$ cat config.mk
export PLATFORM = sky130hd
export DESIGN_NAME = seg7_scan_driver
export DESIGN_NICKNAME = d
export VERILOG_FILES = /design/src/rtl/seg7_scan_driver.sv
export SDC_FILE = /design/constraint.sdc
export NUM_CORES = 1
export LEC_CHECK = 0
export ABC_CLOCK_PERIOD_IN_PS = 5140
export CELL_PAD_IN_SITES_DETAIL_PLACEMENT = 0
export CELL_PAD_IN_SITES_GLOBAL_PLACEMENT = 1
export CORE_MARGIN = 1
export CORE_UTILIZATION = 49
export CTS_CLUSTER_DIAMETER = 30
export CTS_CLUSTER_SIZE = 10
export DETAILED_ROUTE_END_ITERATION = 10
export HOLD_SLACK_MARGIN = 0.03
export MAX_ROUTING_LAYER = met4
export PLACE_DENSITY = 0.82
export SLEW_MARGIN = 20
export SYNTH_ARGS = -nofsm -noshare
export SYNTH_HDL_FRONTEND = slang
export SYNTH_SLANG_ARGS = --single-unit
$ cat constraint.sdc
create_clock -name clk -period 5.14 [get_ports clk]
set_clock_uncertainty 0.1 [all_clocks]
set_input_delay 1.285 -clock clk [delete_from_list [all_inputs] [get_ports clk]]
set_output_delay 1.285 -clock clk [all_outputs]
set_load 0.02 [all_outputs]
$ cat src/rtl/seg7_scan_driver.sv
// Time-multiplexed common-anode 7-segment driver: hex decode, per-digit dp,
// leading-zero blanking and frame-synchronous (tear-free) display update.
module seg7_scan_driver #(
    parameter int DIGITS     = 4,
    parameter int CLK_DIV    = 50000,
    parameter int ACTIVE_LOW = 1
) (
    input  logic                  clk,
    input  logic                  rst_n,
    input  logic                  load,
    input  logic [4*DIGITS-1:0]   value,
    input  logic [DIGITS-1:0]     dp_in,
    input  logic                  blank_lz,
    output logic [6:0]            seg_data,
    output logic                  dp,
    output logic [DIGITS-1:0]     digit_sel,
    output logic                  frame_done
);

    localparam int CNT_W = (CLK_DIV > 1) ? $clog2(CLK_DIV) : 1;
    localparam int IDX_W = (DIGITS > 1) ? $clog2(DIGITS) : 1;
    localparam logic [CNT_W-1:0] CNT_LAST = CNT_W'(CLK_DIV - 1);
    localparam logic [IDX_W-1:0] IDX_LAST = IDX_W'(DIGITS - 1);
    localparam logic POL = (ACTIVE_LOW != 0);
    localparam logic [6:0] SEG_OFF = {7{POL}};

    logic [CNT_W-1:0]    cnt_reg;
    logic [IDX_W-1:0]    idx_reg;
    logic [4*DIGITS-1:0] shadow_val_reg;
    logic [DIGITS-1:0]   shadow_dp_reg;
    logic [4*DIGITS-1:0] disp_val_reg;
    logic [DIGITS-1:0]   disp_dp_reg;
    logic                pending_reg;
    logic                frame_done_reg;
    logic [6:0]          seg_reg;
    logic                dp_reg;
    logic [DIGITS-1:0]   sel_reg;

    logic                tick;
    logic                frame_end;
    logic [3:0]          nib [DIGITS];
    logic [DIGITS-1:0]   blank_vec;
    logic                all_zero;
    logic [3:0]          cur_nib;
    logic                cur_dp;
    logic                cur_blank;
    logic [DIGITS-1:0]   sel_on;
    logic [6:0]          seg_on;
    logic [6:0]          seg_next;
    logic                dp_next;
    logic [DIGITS-1:0]   sel_next;

    function automatic logic [6:0] hex_to_seg(input logic [3:0] n);
        logic [6:0] s;
        case (n)
            4'h0: s = 7'h7E;  4'h1: s = 7'h30;  4'h2: s = 7'h6D;  4'h3: s = 7'h79;
            4'h4: s = 7'h33;  4'h5: s = 7'h5B;  4'h6: s = 7'h5F;  4'h7: s = 7'h70;
            4'h8: s = 7'h7F;  4'h9: s = 7'h7B;  4'hA: s = 7'h77;  4'hB: s = 7'h1F;
            4'hC: s = 7'h4E;  4'hD: s = 7'h3D;  4'hE: s = 7'h4F;  default: s = 7'h47;
        endcase
        return s;
    endfunction

    assign tick      = (cnt_reg == CNT_LAST);
    assign frame_end = tick && (idx_reg == IDX_LAST);

    generate
        for (genvar gi = 0; gi < DIGITS; gi++) begin : g_nib
            assign nib[gi] = disp_val_reg[4*gi +: 4];
        end
    endgenerate

    // A digit is blanked only if it and every more-significant digit are zero.
    always_comb begin
        blank_vec = '0;
        all_zero  = 1'b1;
        for (int i = DIGITS - 1; i >= 1; i--) begin
            all_zero     = all_zero && (nib[i] == 4'h0);
            blank_vec[i] = all_zero && blank_lz;
        end
    end

    always_comb begin
        cur_nib   = 4'h0;
        cur_dp    = 1'b0;
        cur_blank = 1'b0;
        sel_on    = '0;
        for (int i = 0; i < DIGITS; i++) begin
            if (idx_reg == IDX_W'(i)) begin
                cur_nib   = nib[i];
                cur_dp    = disp_dp_reg[i];
                cur_blank = blank_vec[i];
                sel_on[i] = 1'b1;
            end
        end
        seg_on   = cur_blank ? 7'h00 : hex_to_seg(cur_nib);
        seg_next = seg_on ^ {7{POL}};
        dp_next  = cur_dp ^ POL;
        sel_next = sel_on ^ {DIGITS{POL}};
    end

    always_ff @(posedge clk or negedge rst_n) begin
        if (!rst_n) begin
            cnt_reg <= '0;
            idx_reg <= '0;
        end else if (tick) begin
            cnt_reg <= '0;
            idx_reg <= (idx_reg == IDX_LAST) ? '0 : idx_reg + 1'b1;
        end else begin
            cnt_reg <= cnt_reg + 1'b1;
        end
    end

    // A load landing on the frame-end tick goes straight to the display.
    always_ff @(posedge clk or negedge rst_n) begin
        if (!rst_n) begin
            shadow_val_reg <= '0;
            shadow_dp_reg  <= '0;
            disp_val_reg   <= '0;
            disp_dp_reg    <= '0;
            pending_reg    <= 1'b0;
            frame_done_reg <= 1'b0;
        end else begin
            frame_done_reg <= frame_end;
            if (load) begin
                shadow_val_reg <= value;
                shadow_dp_reg  <= dp_in;
            end
            if (frame_end) begin
                if (load) begin
                    disp_val_reg <= value;
                    disp_dp_reg  <= dp_in;
                end else if (pending_reg) begin
                    disp_val_reg <= shadow_val_reg;
                    disp_dp_reg  <= shadow_dp_reg;
                end
                pending_reg <= 1'b0;
            end else if (load) begin
                pending_reg <= 1'b1;
            end
        end
    end

    always_ff @(posedge clk or negedge rst_n) begin
        if (!rst_n) begin
            seg_reg <= SEG_OFF;
            dp_reg  <= POL;
            sel_reg <= {DIGITS{POL}};
        end else begin
            seg_reg <= seg_next;
            dp_reg  <= dp_next;
            sel_reg <= sel_next;
        end
    end

    assign seg_data   = seg_reg;
    assign dp         = dp_reg;
    assign digit_sel  = sel_reg;
    assign frame_done = frame_done_reg;

endmodule
==> results of run 1 <==
==> worst max-delay path by stage <==
stage          start                to  cells after the start
3_3_place_gp    load  disp_val_reg[14]                      6
3_5_place_dp    load  disp_val_reg[15]                      6
5_1_grt         load  disp_val_reg[10]                      6
4_1_cts         load  disp_val_reg[15]                      6
2_1_floorplan   load    disp_dp_reg[0]                      3
6_report        load   disp_val_reg[8]                      6
==> per-stage QoR <==
step	instances	total power, W	hold WS, ns	util (%)	setup WS, ns
3_5_place_dp	362	0.000655	0.327	57.7	1.76
5_1_grt	378	0.00111	0.369	60.5	2.07
2_1_floorplan	255	0.000618	0.289	-	2.68
6_report	378	0.00106	0.328	60.5	2.13
3_3_place_gp	362	0.000652	0.319	57.7	1.80
4_1_cts	378	0.00108	0.337	60.5	2.12
==> power groups by stage <==
stage | logic [W] | registers [W] | clock network, W
after floorplan | 0.0000228 | 0.000595 | 0
after global placement | 0.0000567 | 0.000596 | 0
after detailed placement | 0.0000582 | 0.000597 | 0
after CTS | 0.0000585 | 0.000586 | 0.000433
after global routing | 0.0000626 | 0.000587 | 0.000462
final | 0.0000567 | 0.000586 | 0.000422
==> cells by family (layout without fill, tap and decap cells) <==
logic type | Yosys count | in the layout | synth area share (%)
adder cells (fa/ha/maj) | 11 | 11 | 4.19
AO/OA/AOI/OAI | 22 | 22 | 4.99
multiplexers | 45 | 45 | 17.5
buffers and inverters | 19 | 65 | 2.85
XOR/XNOR | 14 | 14 | 3.73
AND/OR/NAND/NOR | 72 | 72 | 11.5
flip-flops | 72 | 72 | 55.3
==> Yosys cell counts, types with 2 or more instances <==
library cell,instances,area [um2]
a311o_1,2,20.0
o221ai_1,3,26.3
nand4_1,5,31.3
a21oi_1,2,10.0
mux2_4,20,300
mux2_2,20,225
nor4_1,2,12.5
buf_2,3,15.0
mux2i_1,5,50.1
nand3b_1,3,22.5
ha_1,11,138
and4_1,2,17.5
nor3b_1,2,15.0
a31oi_1,4,25.0
nor2_1,17,63.8
nand2_1,22,82.6
nand3_1,6,30.0
dfrtp_1,60,1500
and3_1,3,18.8
o22ai_1,4,25.0
inv_1,9,33.8
buf_6,2,22.5
clkbuf_1,3,11.3
dfstp_2,12,315
xor2_1,8,70.1
nor3_1,2,10.0
o21ai_0,3,15.0
nor2b_1,3,18.8
xnor2_1,6,52.6
==> area by class of cell <==
type                            count  area [um2]  share of cell area, %
Inverter                           10        37.5                  0.965
Multi-Input combinational cell    164        1380                   35.4
Tap cell                           77        96.3                   2.48
Clock buffer                       13         139                   3.57
Sequential cell                    72        1820                   46.7
Clock inverter                      3        42.5                   1.09
Timing Repair Buffer               39         380                   9.78
==> metal layers <==
layer | track usage (%) | part of all wire [%] | up-vias | wire, um
met1 | 24.5 | 49 | 983 | 2820
met5 | - | 0 | - | 0
met3 | 5.14 | 3.5 | 11 | 201
met4 | 7.52 | 1.9 | 0 | 110
li1 | - | - | 976 | -
met2 | 27.5 | 45 | 35 | 2610
==> qor.yml, run 1 <==
cts_made_buffers: 9
reg2reg_from: "cnt_reg[0]"
r2r_cells: 6
p_int_w: 0.000838
slew_violations: 0
placed_area_um2: 3700
worstPathRequired_ns: 5.26
maxCapViolCount: 0
p_clk_share_pct: 39.6
yosysUniqueCellTypes: 40
synth_nets: 290
setup_viol: 0
grt_first_pass_wirelength_um: 9820
row_count: 29
grt_overflow: 0
htree_levels: 3
violations: "DRC"
drive_above_1_share_pct: 23.9
fillers: 516
grt_start_max_net_pins: 45
outcome: "finished, violations left"
clkTransAtPathRegs_ns: 0.07
crit_type: "in2reg"
p_sw_w: 0.000227
min_to: "dp"
p_comb_share_pct: 5.3
p_per_area_nw_per_um2: 274
yosys_warnings: 0
cts_resized: 0
vias: 2005
cp-end-kind: "flop"
vdd_drop_max_v: 0.000123
arrival_ns: 3.13
most-common-layout-cells: "dfrtp_1, clkdlybuf4s50_1, nand2_1, mux2_2, mux2_4"
hold_path.class: "reg2reg"
clock_latency_ns: 0.34
cts_tree: "yes"
final.period_utilization_pct: 58.6
drtAntennaViolNets: 0
diodes: 0
wl_um: 5750
port_buffers: 36
max-slew-margin-rel_pct: 51.6
post-route-min-period_ns: 3.01
yosysSeqAreaShare_pct: 55.3
p_seq_share_pct: 55.0
gp_congestion: 0.800
cp-start-kind: "input port"
cp_num_buf_inv: 3
cts_sinks: 72
drc_errors: 13
nets: 331
start_util_pct: 51.2
io_pins: 37
crit_family: "buffers and inverters"
setup_tns_ns: 0
synth_top_flop_cell: "dfrtp_1"
slowest_delay_ns: 0.45
p_leak_nw: 1.71
fmax_ghz: 0.332
post_cts.repair.setup_buffers: 0
clock_path_buffers: 2
postCtsHoldBufs: 0
tightestPinTransition_ns: 0.722
dp_hpwl_um: 4040
grt_setup_unrepaired: "false"
grt_usage_pct: 18.7
syn_area_per_cell_um2: 12.9
routed_via_density: 5.30
die_x_um: 83.9
die_h_um: 83.9
syn_inst: 255
syn_to_final_growth_pct: 18.3
cp_slowest_cell: "clkdlybuf4s50_1"
crit_top_cell: "buf_4"
design.core.area_um2: 6420
hold_depth: 1
fp.dieArea_um2: 7040
wl_per_cell_um: 15.2
finalHoldViolations: 0
worstReg2RegEnd: "disp_val_reg[8]"
critical_path.max_fanout: 21
path_cells: "clkdlybuf4s50_1 -> buf_4 -> nor2_1 -> nor3b_4 -> buf_4 -> mux2_4"
grt_pass1_vias: 2014
switching_share_pct: 21.3
synth_edf_count: 0
rrSetupSlack_ns: 2.54
final_common_cell: "dfrtp_1"
first_pass_iters: 7
min_from: "disp_dp_reg[3]"
antenna_found_initial: 0
syn_area_um2: 3290
ys_ff_latch: 72
fin_area_um2: 3890
synthArstFlopShare_pct: 100
root_buffer: "clkbuf_8"
first_iter_violations: 88
No activity file was read; power rests on OpenSTA's default activity.
==> run 2: changes to the inputs <==
--- a/config.mk
+++ b/config.mk
@@ -5,17 +5,17 @@
 export SDC_FILE = /design/constraint.sdc
 export NUM_CORES = 1
 export LEC_CHECK = 0
-export ABC_CLOCK_PERIOD_IN_PS = 5140
+export ABC_CLOCK_PERIOD_IN_PS = 2900
 export CELL_PAD_IN_SITES_DETAIL_PLACEMENT = 0
 export CELL_PAD_IN_SITES_GLOBAL_PLACEMENT = 1
 export CORE_MARGIN = 1
-export CORE_UTILIZATION = 49
+export CORE_UTILIZATION = 45
 export CTS_CLUSTER_DIAMETER = 30
 export CTS_CLUSTER_SIZE = 10
 export DETAILED_ROUTE_END_ITERATION = 10
 export HOLD_SLACK_MARGIN = 0.03
 export MAX_ROUTING_LAYER = met4
-export PLACE_DENSITY = 0.82
+export PLACE_DENSITY = 0.76
 export SLEW_MARGIN = 20
 export SYNTH_ARGS = -nofsm -noshare
 export SYNTH_HDL_FRONTEND = slang
==> constraint.sdc (replaced) <==
create_clock -name clk -period 2.9 [get_ports clk]
set_clock_uncertainty 0.1 [all_clocks]
set_input_delay 0.725 -clock clk [delete_from_list [all_inputs] [get_ports clk]]
set_output_delay 0.725 -clock clk [all_outputs]
set_load 0.02 [all_outputs]
==> qor.yml, run 2 (synthesis results as in run 1) <==
root_buffer: "clkbuf_8"
gp_congestion: 0.810  # +1.4%
grt_usage_pct: 18.0  # -0.67 points
cts_tree: "yes"
crit_type: "reg2reg"
gr-usage-met1_pct: 23.4  # -1.1 points
setup_viol: 0  # unchanged
p_per_area_nw_per_um2: 471  # +72%
syn_to_final_growth_pct: 19.8
design.core.area_um2: 6910  # +7.5%
wl_per_cell_um: 14.7  # -3.4%
reg2reg_from: "idx_reg[1]"
grt_setup_unrepaired: "false"
port_buffers: 36  # unchanged
drive_above_1_share_pct: 25.7  # +1.8 points
start_util_pct: 47.6  # -3.6 points
crit_top_cell: "inv_1"
first_pass_iters: 4  # -3
grt_pass1_vias: 2015  # +0.050%
hold_path.class: "in2async"
grt_overflow: 0  # unchanged
critical_path.max_fanout: 9  # -57%
antenna_found_initial: 0  # unchanged
cts_made_buffers: 9  # unchanged
r2r_cells: 10  # +4
die_h_um: 87.5  # +4.2%
post-route-min-period_ns: 2.52
cp-start-kind: "flop"
clock_path_buffers: 2  # unchanged
clock_latency_ns: 0.34  # about the same
most-common-layout-cells: "dfrtp_1, clkdlybuf4s50_1, nand2_1, mux2_2, mux2_4"
p_leak_nw: 1.73  # +1.3%
finalHoldViolations: 0  # unchanged
wl_um: 5860  # +2.0%
clkTransAtPathRegs_ns: 0.07  # about the same
slowest_delay_ns: 0.46  # about the same
io_pins: 37  # unchanged
setup_ws_ns: 0.379  # -1.75 ns
drc_errors: 0  # -13
final_common_cell: "dfrtp_1"
cts_sinks: 72  # unchanged
cp-end-kind: "flop"
drtAntennaViolNets: 0  # unchanged
cts_resized: 0  # unchanged
slew_violations: 0  # unchanged
grtUsageMet2_pct: 25.8  # -1.7 points
setup_tns_ns: 0  # unchanged
post-place-ws_ns: 0.397  # -1.36 ns
rrSetupSlack_ns: 0.38  # -2.16 ns
grt_first_pass_wirelength_um: 9830  # +0.14%
first_iter_violations: 86  # -2.3%
path_cells: "inv_1 -> ha_1 -> inv_1 -> nand3_1 -> a31oi_1 -> inv_1 -> ha_1 -> nand2_1 -> and4_1 -> a31oi_1"
worstReg2RegEnd: "seg_data[3]"
tightestPinTransition_ns: 0.736  # +0.0142 ns
outcome: "finished, final reports clean"
worstPathRequired_ns: 3.07  # -2.19 ns
crit_family: "adder cells"
diodes: 0  # unchanged
cp_slowest_cell: "a31oi_1"
fillers: 588  # +14%
fp.dieArea_um2: 7650  # +8.7%
routed_via_density: 5.03  # -5.1%
grt_start_max_net_pins: 49  # +8.9%
holdWs_ns: 0.283  # -0.0453 ns
post_cts.repair.setup_buffers: 0  # unchanged
row_count: 30  # +3.4%
maxCapViolCount: 0  # unchanged
cp_num_buf_inv: 3  # unchanged
grt_busiest_layer: "met2"
vdd_drop_max_v: 0.000320  # +160%
final.period_utilization_pct: 86.9
arrival_ns: 2.69  # -0.44 ns
nets: 333  # +0.60%
htree_levels: 3  # unchanged
dp_hpwl_um: 4080  # +1.1%
worst-path-stages: 10  # +4
use_met3_pct: 5.88  # +0.73 points
postCtsHoldBufs: 0  # unchanged
max-slew-margin-rel_pct: 50.6  # -0.96 points
fmax_ghz: 0.397
die_x_um: 87.5  # +4.2%
vias: 2008  # +0.15%
-- run 2: cell types whose count changed in the layout (fill, tap and decap cells not counted), sizes merged --
cell    before  now
bufinv       1    0
clkinv       1    4
buf          4    6
clkbuf      13   11
-- run 2: stage by stage --
| step | std cells | area [um2] | total power, W | util, % |
|---|---|---|---|---|
| 6_report | 399 | 3940 | 0.00185 | 57.0 |
| 5_1_grt | 399 | 3940 | 0.00194 | 57.0 |
| 4_1_cts | 399 | 3940 | 0.00188 | 57.0 |
| 3_5_place_dp | 383 | 3760 | 0.00116 | 54.4 |
| 3_3_place_gp | 383 | 3760 | 0.00116 | 54.4 |
| 2_1_floorplan | 255 | 3290 | 0.00110 | - |
-- run 2: cell type report --
| cell class | instances | area, um2 | area share [%] |
|---|---|---|---|
| clock buffers | 11 | 151 | 3.84 |
| well taps | 96 | 120 | 3.05 |
| inverters | 10 | 37.5 | 0.953 |
| flip-flops and latches | 72 | 1820 | 46.1 |
| clock inverters | 5 | 31.3 | 0.794 |
| repair buffers | 41 | 405 | 10.3 |
| multi-input cells | 164 | 1380 | 34.9 |
-- run 2: metal layers --
| metal | wire, um | part of all wire [%] | vias to the layer above |
|---|---|---|---|
| met5 | 0 | 0 | - |
| met4 | 99 | 1.7 | 0 |
| met3 | 302 | 5.2 | 8 |
| met2 | 2570 | 44 | 50 |
| met1 | 2900 | 49 | 966 |
| li1 | - | - | 984 |
-- run 2: how the worst max path moves through the flow --
stage          slack (ns)       start         endpoint
3_3_place_gp         0.45        load  disp_val_reg[4]
2_1_floorplan        0.67  idx_reg[1]      seg_data[3]
6_report             0.38  idx_reg[1]      seg_data[3]
3_5_place_dp         0.40  idx_reg[1]      seg_data[3]
4_1_cts              0.38  idx_reg[1]      seg_data[3]
5_1_grt              0.14  idx_reg[1]      seg_data[3]
-- run 2: power breakdown --
group / switching (W) / internal, W / total (W)
clock network: 0.000362 / 0.000354 / 0.000716
registers: 0.00000642 / 0.00103 / 0.00104
logic: 0.0000443 / 0.0000560 / 0.000100
-- run 2: worst reg2reg max path: cells and delay by family, from the launching register on --
| family | cells | cell delay [ns] |
|---|---|---|
| flops | 1 | 0.38 |
| compound gates | 2 | 0.60 |
| fa+ha+maj | 2 | 0.62 |
| buf+inv | 3 | 0.41 |
| simple gates | 3 | 0.34 |
